===== src/rtl/uart_tx_param.sv =====
// Parametrised UART transmitter (start, DATA_BITS LSB first, optional parity, STOP_BITS stop) with Send/Ready handshake.
// Optional feature macro: TX_FIFO_EN adds a FIFO_DEPTH-entry input FIFO and the Fifo_Level output.
module uart_tx_param #(
    parameter int unsigned DATA_BITS    = 8,
    parameter int unsigned CLKS_PER_BIT = 5208,
    parameter int unsigned STOP_BITS    = 1,
    parameter int unsigned FIFO_DEPTH   = 4
) (
    input  logic                        Clock_2br,
    input  logic                        Reset,
    input  logic                        Send,
    input  logic [DATA_BITS-1:0]        Data,
    input  logic [1:0]                  Parity_Mode,
    output logic                        Ready,
    output logic                        Busy,
    output logic                        Done,
`ifdef TX_FIFO_EN
    output logic [$clog2(FIFO_DEPTH):0] Fifo_Level,
`endif
    output logic                        Tx
);

    localparam int unsigned CNT_W = $clog2(CLKS_PER_BIT);
    localparam int unsigned IDX_W = $clog2(DATA_BITS);
    localparam logic [CNT_W-1:0] CNT_TC    = CNT_W'(CLKS_PER_BIT - 1);
    localparam logic [CNT_W-1:0] CNT_PRE   = CNT_W'(CLKS_PER_BIT - 2);
    localparam logic [IDX_W-1:0] LAST_DATA = IDX_W'(DATA_BITS - 1);
    localparam logic [IDX_W-1:0] LAST_STOP = IDX_W'(STOP_BITS - 1);

    if (DATA_BITS < 5 || DATA_BITS > 9 || CLKS_PER_BIT < 2 ||
        (STOP_BITS != 1 && STOP_BITS != 2) ||
        FIFO_DEPTH < 2 || (FIFO_DEPTH & (FIFO_DEPTH - 1)) != 0) begin : g_param_check
        $error("uart_tx_param: illegal parameter set");
    end

    typedef enum logic [2:0] {IDLE, START, DATA, PARITY, STOP} state_t;

    state_t                state;
    logic [CNT_W-1:0]      baud_cnt;
    logic [IDX_W-1:0]      bit_idx;
    logic [DATA_BITS-1:0]  shift_reg;
    logic                  par_bit;
    logic                  par_en;

    logic                  ld_avail;
    logic [DATA_BITS-1:0]  ld_data;
    logic [1:0]            ld_mode;
    logic                  baud_tc;
    logic                  last_stop_tc;
    logic                  start_frame;

    assign baud_tc      = (baud_cnt == CNT_TC);
    assign last_stop_tc = (state == STOP) && (bit_idx == LAST_STOP) && baud_tc;
    // A new frame is loaded from IDLE, or straight off the final stop bit when a word is waiting.
    assign start_frame  = ld_avail && ((state == IDLE) || last_stop_tc);

`ifdef TX_FIFO_EN
    localparam int unsigned PTR_W = $clog2(FIFO_DEPTH);
    localparam int unsigned LVL_W = PTR_W + 1;
    localparam logic [LVL_W-1:0] LVL_FULL = LVL_W'(FIFO_DEPTH);

    typedef struct packed {
        logic [1:0]           mode;
        logic [DATA_BITS-1:0] data;
    } fifo_entry_t;

    fifo_entry_t       fifo_mem [FIFO_DEPTH];
    logic [PTR_W-1:0]  wr_ptr;
    logic [PTR_W-1:0]  rd_ptr;
    logic [LVL_W-1:0]  level_nxt;
    logic              push;

    assign push     = Send && Ready;
    assign ld_avail = (Fifo_Level != '0);
    assign ld_data  = fifo_mem[rd_ptr].data;
    assign ld_mode  = fifo_mem[rd_ptr].mode;

    always_comb begin
        level_nxt = Fifo_Level;
        if (push && !start_frame) begin
            level_nxt = Fifo_Level + LVL_W'(1);
        end else if (!push && start_frame) begin
            level_nxt = Fifo_Level - LVL_W'(1);
        end
    end

    always_ff @(posedge Clock_2br) begin
        if (push) begin
            fifo_mem[wr_ptr] <= {Parity_Mode, Data};
        end
    end

    // Pointers wrap naturally because FIFO_DEPTH is a power of two.
    always_ff @(posedge Clock_2br) begin
        if (Reset) begin
            wr_ptr     <= '0;
            rd_ptr     <= '0;
            Fifo_Level <= '0;
            Ready      <= 1'b1;
        end else begin
            if (push) begin
                wr_ptr <= wr_ptr + PTR_W'(1);
            end
            if (start_frame) begin
                rd_ptr <= rd_ptr + PTR_W'(1);
            end
            Fifo_Level <= level_nxt;
            Ready      <= (level_nxt != LVL_FULL);
        end
    end
`else
    assign ld_avail = Send && Ready;
    assign ld_data  = Data;
    assign ld_mode  = Parity_Mode;
`endif

    // Payload shifter and parity latch; the word is frozen for the whole frame.
    always_ff @(posedge Clock_2br) begin
        if (Reset) begin
            shift_reg <= '0;
            par_bit   <= 1'b0;
            par_en    <= 1'b0;
        end else if (start_frame) begin
            shift_reg <= ld_data;
            par_bit   <= (ld_mode == 2'b10) ? ~^ld_data : ^ld_data;
            par_en    <= (ld_mode == 2'b01) || (ld_mode == 2'b10);
        end else if (baud_tc && ((state == START) || (state == DATA))) begin
            shift_reg <= {1'b0, shift_reg[DATA_BITS-1:1]};
        end
    end

    always_ff @(posedge Clock_2br) begin
        if (Reset) begin
            state    <= IDLE;
            baud_cnt <= '0;
            bit_idx  <= '0;
            Tx       <= 1'b1;
            Busy     <= 1'b0;
            Done     <= 1'b0;
`ifndef TX_FIFO_EN
            Ready    <= 1'b1;
`endif
        end else begin
            // Registered so it lands on the last cycle of the final stop bit.
            Done <= (state == STOP) && (bit_idx == LAST_STOP) && (baud_cnt == CNT_PRE);

            if ((state == IDLE) || baud_tc) begin
                baud_cnt <= '0;
            end else begin
                baud_cnt <= baud_cnt + CNT_W'(1);
            end

            case (state)
                IDLE: begin
                    if (start_frame) begin
                        state   <= START;
                        Tx      <= 1'b0;
                        Busy    <= 1'b1;
                        bit_idx <= '0;
`ifndef TX_FIFO_EN
                        Ready   <= 1'b0;
`endif
                    end else begin
                        Tx   <= 1'b1;
                        Busy <= 1'b0;
                    end
                end
                START: begin
                    if (baud_tc) begin
                        state   <= DATA;
                        Tx      <= shift_reg[0];
                        bit_idx <= '0;
                    end
                end
                DATA: begin
                    if (baud_tc) begin
                        if (bit_idx == LAST_DATA) begin
                            bit_idx <= '0;
                            if (par_en) begin
                                state <= PARITY;
                                Tx    <= par_bit;
                            end else begin
                                state <= STOP;
                                Tx    <= 1'b1;
                            end
                        end else begin
                            bit_idx <= bit_idx + IDX_W'(1);
                            Tx      <= shift_reg[0];
                        end
                    end
                end
                PARITY: begin
                    if (baud_tc) begin
                        state   <= STOP;
                        Tx      <= 1'b1;
                        bit_idx <= '0;
                    end
                end
                STOP: begin
                    if (baud_tc) begin
                        if (bit_idx == LAST_STOP) begin
                            bit_idx <= '0;
                            if (start_frame) begin
                                state <= START;
                                Tx    <= 1'b0;
                            end else begin
                                state <= IDLE;
                                Busy  <= 1'b0;
`ifndef TX_FIFO_EN
                                Ready <= 1'b1;
`endif
                            end
                        end else begin
                            bit_idx <= bit_idx + IDX_W'(1);
                        end
                    end
                end
                default: begin
                    state <= IDLE;
                    Tx    <= 1'b1;
                    Busy  <= 1'b0;
                end
            endcase
        end
    end

endmodule


===== config.mk =====
export PLATFORM = sky130hd
export DESIGN_NAME = uart_tx_param
export DESIGN_NICKNAME = d
export VERILOG_FILES = /design/src/rtl/uart_tx_param.sv
export SDC_FILE = /design/constraint.sdc
export NUM_CORES = 1
export LEC_CHECK = 0
export CAP_MARGIN = 0
export CELL_PAD_IN_SITES_DETAIL_PLACEMENT = 1
export CELL_PAD_IN_SITES_GLOBAL_PLACEMENT = 1
export CORE_ASPECT_RATIO = 0.5
export CORE_MARGIN = 2
export CORE_UTILIZATION = 45
export CTS_CLUSTER_SIZE = 16
export DETAILED_ROUTE_END_ITERATION = 16
export GPL_TIMING_DRIVEN = 0
export HOLD_SLACK_MARGIN = 0.15
export PLACE_DENSITY = 0.9
export SLEW_MARGIN = 40
export SYNTH_ARGS = -nofsm -noshare
export SYNTH_HDL_FRONTEND = slang
export SYNTH_SLANG_ARGS = --single-unit

===== constraint.sdc =====
create_clock -name Clock_2br -period 3.4 [get_ports Clock_2br]
set_input_delay 0.85 -clock Clock_2br [delete_from_list [all_inputs] [get_ports Clock_2br]]
set_output_delay 0.85 -clock Clock_2br [all_outputs]
set_load 0.01 [all_outputs]

**Yosys cells after proc, flatten, opt, wreduce, memory -nomap -nowiden**

Index checks and enable logic that the tools add are counted.
W data, S select, Z words.

- Bitwise gates (word level): 1
- Equal/unequal tests: 19
- Add/sub/neg operators: 2
- Multiplexer cells: 39
- Reductions and logical operators: 25

Operators by type and width:

| operator | number |
|---|---|
| $mux W3 | 14 |
| $eq A13 B13 Y1 const B | 2 |
| $mux W1 | 18 |
| $mux W8 | 2 |
| $pmux W3 S5 | 1 |
| $ne A2 B2 Y1 const B | 7 |
| $add A13 B1 Y13 const B | 1 |
| $pmux W3 S4 | 1 |
| $reduce_and A5 Y1 | 2 |
| $reduce_xnor A8 Y1 | 1 |
| $reduce_xor A8 Y1 | 1 |
| $reduce_and A7 Y1 | 1 |
| $eq A3 B2 Y1 const B | 2 |
| $eq A3 B3 Y1 const B | 2 |
| $logic_and A1 B1 Y1 | 6 |
| $logic_not A3 Y1 | 2 |
| $ne A2 B1 Y1 const B | 3 |
| $reduce_and A6 Y1 | 1 |
| $pmux W1 S5 | 1 |
| $logic_or A1 B1 Y1 | 4 |
| $reduce_and A4 Y1 | 1 |
| $reduce_bool A2 Y1 | 2 |
| $reduce_bool A4 Y1 | 1 |
| $reduce_or A2 Y1 | 2 |
| 8 further kinds | 8 |

- Bits in registers: 33
- Input port bits: 13
- Output and inout port bits: 4
- Word-level logic and storage cells: 96

**Depth between registers and ports, before layout**

Gate-level depths: netlist of the first run.

- Word-level depth: 9
- Depth in mapped cells: 8
- Gate-level depth less buffers: 7

**Worst setup path before layout of the first run**

Ideal clock, no wire load.

- Path kind: register to register
- Start: reg baud_cnt[3]
- End: reg par_en
- Buffers on the path: 1
- Path slack: 1.227 ns
- Setup time: 0.088 ns
- Arrival: 2.085 ns
- Data required time: 3.312 ns
- Cell stages (with the launch flop): 7
- Clock period less this slack: 2.173 ns
- Cell sequence: dfxtp_1 or4_4 or4_4 buf_6 o21ai_4 a21oi_1 a311oi_2

- Cells in the longest elaborated chain, start to end: 4

RTL lines:

| item | line | text |
|---|---|---|
| from (decl) | 39 | `logic [CNT_W-1:0] baud_cnt;` |
| from (signal assigned) | 150 | `baud_cnt <= baud_cnt + CNT_W'(1);` |
| $eq A13 B13 Y1 | 52 | `assign baud_tc = (baud_cnt == CNT_TC);` |
| $logic_and A1 B1 Y1 | 53 | `assign last_stop_tc = (state == STOP) && (bit_idx == LAST_STOP) && baud_tc;` |
| $logic_or A1 B1 Y1 | 55 | `assign start_frame = ld_avail && ((state == IDLE) \|\| last_stop_tc);` |
| $logic_and A1 B1 Y1 | 55 |  |
| to (signal assigned) | 126 | `par_en <= (ld_mode == 2'b01) \|\| (ld_mode == 2'b10);` |
| to (decl) | 43 | `logic par_en;` |

No other way between the ends.
A chain may end at the register's enable or synchronous reset.

**Worst setup path in the final report of the first run**

- Start: in Send
- End: reg shift_reg[5]

- Cells in the longest elaborated chain, start to end: 3
- Elaborated cells on any way between the ends: 4
- Classes of those cells: 1 x mux; 3 x reduce/logical

RTL lines:

| item | line | text |
|---|---|---|
| from (decl) | 11 | `input logic Send,` |
| $logic_and A1 B1 Y1 (*) | 112 | `assign ld_avail = Send && Ready;` |
| $logic_and A1 B1 Y1 (*) | 55 |  |
| $mux W8 / $reduce_bool A2 Y1 (equally long branches) | - |  |
| to (signal assigned) | 124 | `shift_reg <= ld_data;` |
| to (signal assigned) | 128 | `shift_reg <= {1'b0, shift_reg[DATA_BITS-1:1]};` |
| to (decl) | 41 | `logic [DATA_BITS-1:0] shift_reg;` |

Every way passes the cells marked *; elsewhere a longest branch is shown, timed or not.

==> results of run 1 <==
==> cell type report <==
class                      count  area [µm²]
buffer                        11       51.30
fill                         484        1757
multi-input combinational    167        1075
tap                           54       67.56
inverter                       8       30.03
timing repair buffer          16       160.2
clock buffer                   6       72.57
sequential                    33       660.6
clock inverter                 2       10.01
==> per-layer routing <==
layer  vias to the layer above  routed length, µm  part of all wire
met5                         -                  0                 0
met4                         0                 31            0.0062
met3                         5                188             0.038
met2                        35               2576              0.52
met1                       863               2180              0.44
li1                        830                  -                 -
==> Yosys cell counts (2+ instances only) <==
library cell | count | area (µm²)
inv_1 | 8 | 30.03
nor3_1 | 3 | 15.01
a311oi_1 | 3 | 26.28
or4_4 | 2 | 22.52
xnor2_1 | 13 | 113.9
nand2b_1 | 7 | 43.79
nor2b_1 | 2 | 12.51
nor2_1 | 25 | 93.84
a32oi_1 | 5 | 43.79
buf_2 | 2 | 10.01
ha_1 | 6 | 75.07
nand4_1 | 4 | 25.02
o22ai_1 | 2 | 12.51
xor2_1 | 4 | 35.03
o21ai_0 | 7 | 35.03
o211ai_1 | 3 | 22.52
nand3_1 | 15 | 75.07
dfxtp_1 | 33 | 660.6
o21bai_1 | 2 | 15.01
clkbuf_1 | 7 | 26.28
nand2_1 | 18 | 67.56
nor4_1 | 5 | 31.28
a21oi_1 | 20 | 100.1
==> worst paths after layout <==
path,start,end,slack (ps),depth (start not counted)
worst max-delay path,Send,shift_reg[5],980,6
worst min-delay path,shift_reg[3],shift_reg[3],480,2
worst max register to register,baud_cnt[3],baud_cnt[11],1040,5
worst min register to register,shift_reg[3],shift_reg[3],480,2
==> stage by stage <==
stage                     hold WS (ps)  setup WS [ps]  power [W]    util
after CTS                        481.1          990.6  0.0008254  0.5477
after global routing             500.6          811.5  0.0008618  0.5477
after global placement           438.4          806.5  0.0005350  0.5264
after floorplan                  426.8           1227  0.0004945       -
final                            476.8          982.3  0.0008210  0.5477
after detailed placement         468.8          700.8  0.0005403  0.5264
==> worst max-delay path, cell delays in order <==
cell and delay, ps:
clkdlybuf4s50_1 520, nand2_1 150, nor3_1 280, o21ai_0 230
clkbuf_1 280, a311oi_1 300
==> power groups by stage <==
stage / clock (W) / sequential (W) / combinational [W]
finish: 0.000287 / 0.000414 / 0.000120
CTS: 0.000292 / 0.000414 / 0.000119
floorplan: 0 / 0.000421 / 0.0000738
detailed placement: 0 / 0.000422 / 0.000118
global route: 0.000315 / 0.000416 / 0.000132
global placement: 0 / 0.000421 / 0.000114
==> kinds of logic (layout without fill, tap and decap cells) <==
group / count (synthesis) / in the layout / synth area share
buffers and inverters: 19 / 43 / 0.04477
multiplexers: 1 / 1 / 0.005510
AND/OR/NAND/NOR: 90 / 90 / 0.2555
XOR/XNOR: 18 / 18 / 0.09435
flip-flops: 33 / 33 / 0.3636
adder cells (fa/ha/maj): 6 / 6 / 0.04132
AO/OA/AOI/OAI: 52 / 52 / 0.1949
==> metrics, run 1 <==
Synth async-reset ratio=0; Peak VDD IR=0.1287 mV; final clock skew=5.309 ps; Total Wirelength=4.977 mm; DR WL/cell=about 17 µm; I/O Pins=17; Die Wd=93.86 µm; max_slew headroom=0.4857; Design Area, Final=0.002127 mm²; max reg flops=13; GR Layer Usage met2=0.4369; Static Leak=roughly 0.7 nW; Power Dens Cells=386.0 mW/mm²; Slew Viols, Final=0; antenna cells=0; largest net degree at the start of global routing=11; most common flop cell mapped by yosys=dfxtp_1; Net count, final=261; Min Clock Period, post-route=2418 ps; synth warn=0; initial drt markers=between 90 and 100; switch share=0.2671; die area=0.004592 mm²; Distinct cells, synth=46; iteration count of the initial detailed-routing pass=4; sw power=0.0002193 W; Post-Place Cells=289; grt total ovfl=0; Post-DRT Antenna Nets=0; PortBufs=16; share of cells above drive strength 1=0.07407; cell area after synthesis=approximately 0.0018 mm²; Worst-Margin Slew=764.4 ps; Clk pwr share=0.350; Max Fclk=approximately 0.41 GHz; CP Capture Type=register; synthesized flop and latch total=33; CTS Buf Count=5; vias post-DR=~1.7k; Post-CTS Setup Inserts=0; TritonCTS Sinks=33; fin cells=297; CTS Buffer Depth=2; RePlAce Congestion=0.8982; global-route usage over all layers=0.2347; commonest cells after routing, fill and taps aside=dfxtp_1, nor2_1, a21oi_1; EDFF count, synth=0; maxcap violations=0; most common cell after layout, fill and taps aside=dfxtp_1; Tcrit/Tclk final=0.7111; unrepaired setup endpoints after global routing=no; Hold Fails Final Rpt=0; status=completed; placed cell area=0.002044 mm²; critical path class=input port to register; starting density of the core=0.4678; DR vias/cell=slightly below 6; Die Y=48.93 µm; # DRC=0; grt met3 use=0.05564; crit path max fanout=10; core area=0.003884 mm²; area grow syn2layout=17.08%; synthesized area per cell=approximately 8.3 µm²; Seq pwr share=0.504; Hold Crit Class=register to register; GRT busiest layer=met2; first-pass GRT wire length=~8.5 mm; Gate power share=0.146; clock latency on the worst-skew pair=between 200 and 300 ps; Worst Setup Start Kind=input port; CTS Hold Bufs=0; CP required=3590 ps; post_cts resized=0; final setup violation count=0; P_int=around 0.00060 W; antenna violations before repair=0; CTS clk-pin slew, worst paths=about 70 ps; vias in the first global route=1839; sequential area share after synthesis=0.3636; HPWL after detailed placement=3.667 mm; Mapped Cells=219; syn nets=238; num rows=16; CTS tree=done; root buf cell=clkbuf_8; CP arrival=roughly 2600 ps; H-Tree Depth=2; setup TNS=0 ps; met1 Usage GRT=0.2750
(Power assumes the default switching activity.)
==> run 2: changes to the inputs <==
--- a/config.mk
+++ b/config.mk
@@ -10,12 +10,12 @@
 export CELL_PAD_IN_SITES_GLOBAL_PLACEMENT = 1
 export CORE_ASPECT_RATIO = 0.5
 export CORE_MARGIN = 2
-export CORE_UTILIZATION = 45
+export CORE_UTILIZATION = 38
 export CTS_CLUSTER_SIZE = 16
 export DETAILED_ROUTE_END_ITERATION = 16
 export GPL_TIMING_DRIVEN = 0
 export HOLD_SLACK_MARGIN = 0.15
-export PLACE_DENSITY = 0.9
+export PLACE_DENSITY = 0.82
 export SLEW_MARGIN = 40
 export SYNTH_ARGS = -nofsm -noshare
 export SYNTH_HDL_FRONTEND = slang
==> constraint.sdc (replaced) <==
create_clock -name Clock_2br -period 2.2 [get_ports Clock_2br]
set_input_delay 0.55 -clock Clock_2br [delete_from_list [all_inputs] [get_ports Clock_2br]]
set_output_delay 0.55 -clock Clock_2br [all_outputs]
set_load 0.01 [all_outputs]
==> metrics, run 2 (synthesis gave the netlist of run 1 again) <==
status=completed; area grow syn2layout=23.97%; critical path class=register to register; Peak VDD IR=0.2334 mV (+81%); CTS Hold Bufs=0 (unchanged); I/O Pins=17 (unchanged); area occupied by multi-input gates=0.001114 mm² (+3.6%); HPWL after detailed placement=3.455 mm (-5.8%); vias in the first global route=1738 (-5.5%); max_slew headroom=0.4578 (-0.02789); initial drt markers=45 (-52%); Power Dens Cells=567.9 mW/mm² (+47%); Worst-Margin Slew=805.8 ps (+41.46 ps); global-route usage over all layers=0.2026 (-0.03211); commonest cells after routing, fill and taps aside=dfxtp_1, nor2_1, a21oi_1; Post-Place Worst Slack=-202.0 ps (-902.7 ps); largest net degree at the start of global routing=14 (+3); grt total ovfl=0 (unchanged); max reg flops=13 (unchanged); CP Capture Type=register; starting density of the core=0.4048 (-0.06299); Min Clock Period, post-route=2199 ps; Tcrit/Tclk final=0.9994; final clock skew=3.566 ps (-1.743 ps); Total Wirelength=5.037 mm (+1.2%); first-pass GRT wire length=8.224 mm (-3.0%); fillcell total=535 (+11%); Tot Pwr=0.001279 W (+56%); sequential cell area=665.6 µm² (+0.76%); setup ws final=1.421 ps (-980.9 ps); Post-Place Cells=301 (+4.2%); CTS clk-pin slew, worst paths=70 ps (about the same); maxcap violations=0 (unchanged); Design Area, Final=0.002252 mm² (+5.9%); root buf cell=clkbuf_8; most common cell after layout, fill and taps aside=dfxtp_1; Die Wd=101.8 µm (+8.4%); final setup violation count=0 (unchanged); RePlAce Congestion=0.8602 (-4.2%); antenna violations before repair=0 (unchanged); fin cells=316 (+6.4%); DR WL/cell=15.94 µm (-4.9%); H-Tree Depth=2 (unchanged); num rows=17 (+1); clock latency on the worst-skew pair=290 ps (about the same); Die Y=52.89 µm (+8.1%); Max Fclk=0.4548 GHz; PortBufs=16 (unchanged); antenna cells=0 (unchanged); placed cell area=0.002059 mm² (+0.73%); final core utilization=0.5018 (-0.04587); unrepaired setup endpoints after global routing=yes; Slew Viols, Final=0 (unchanged); Hold Crit Class=register to register; vias post-DR=1729 (-0.23%); core area=0.004488 mm² (+16%); die area=0.005383 mm² (+17%); share of cells above drive strength 1=0.1320 (+0.05793); Static Leak=0.7343 nW (+7.3%); Post-DRT Antenna Nets=0 (unchanged); CTS Buffer Depth=2 (unchanged); Hold Fails Final Rpt=0 (unchanged); CP required=2420 ps (-1170 ps); CTS Buf Count=5 (unchanged); TritonCTS Sinks=33 (unchanged); Worst Setup Start Kind=register; CTS tree=done; iteration count of the initial detailed-routing pass=4 (unchanged); crit path max fanout=7 (-3); DR vias/cell=5.472 (-6.2%); CP arrival=2420 ps (-190 ps); Net count, final=268 (+2.7%); # DRC=0 (unchanged)
[run 2: changes by cell type in the layout (fill, tap and decap cells not counted), sizes merged]
cell    previous run  this run
buf                4        12
clkbuf            13        14
clkinv             2         0
[run 2: worst paths after layout]
kind,cells past startpoint,endpoint,slack [ps],start
setup reg to reg,6,shift_reg[1],1,baud_cnt[5]
hold / removal,2,par_bit,470,par_bit
setup / recovery,6,shift_reg[1],1,baud_cnt[5]
hold reg to reg,2,par_bit,470,par_bit
[run 2: critical path: stages, from the launching register on]
cell and delay [ps]:
dfxtp_2 350, or4_4 570, or4_4 600, o21ai_4 220
buf_12 140, a32oi_1 110, a21oi_1 150
[run 2: power by group]
| group | leakage, nW | internal, W | switching (W) | total, W |
|---|---|---|---|---|
| logic | 0.424 | 0.0000900 | 0.0000926 | 0.000183 |
| registers | 0.270 | 0.000621 | 0.0000187 | 0.000640 |
| clock network | 0.0395 | 0.000225 | 0.000232 | 0.000457 |
| total | 0.734 | 0.000936 | 0.000343 | 0.00128 |
[run 2: metrics by stage]
step	setup TNS [ps]	hold slack, ps
3_3_place_gp	-2817	438.4
6_report	0	470.0
3_5_place_dp	-3810	440.1
4_1_cts	0	459.1
5_1_grt	-419.2	488.3
2_1_floorplan	0	426.8
[run 2: per-layer routing]
layer  wire length [µm]  part of all wire  GRT usage  vias up
met5                  0                 0          0        -
met4                 61             0.012    0.07432        0
met3                171             0.034    0.04359        8
met2               2382              0.47     0.3651       25
met1               2422              0.48     0.2406      849
li1                   -                 -          -      847
[run 2: what timing repair did]
| action | in CTS | in global routing |
|---|---|---|
| pin swaps | 3 | 5 |
| resized for setup | 7 | 7 |
| buffers inserted | 3 | 6 |
| setup endpoints to repair | 22 | 13 |
[run 2: area by class of cell]
class,instances,share of cell area
multi-input combinational,167,0.4944
sequential,33,0.2956
clock buffer,8,0.03556
tap,66,0.03667
timing repair buffer,25,0.1067
inverter,8,0.01333
buffer,9,0.01778
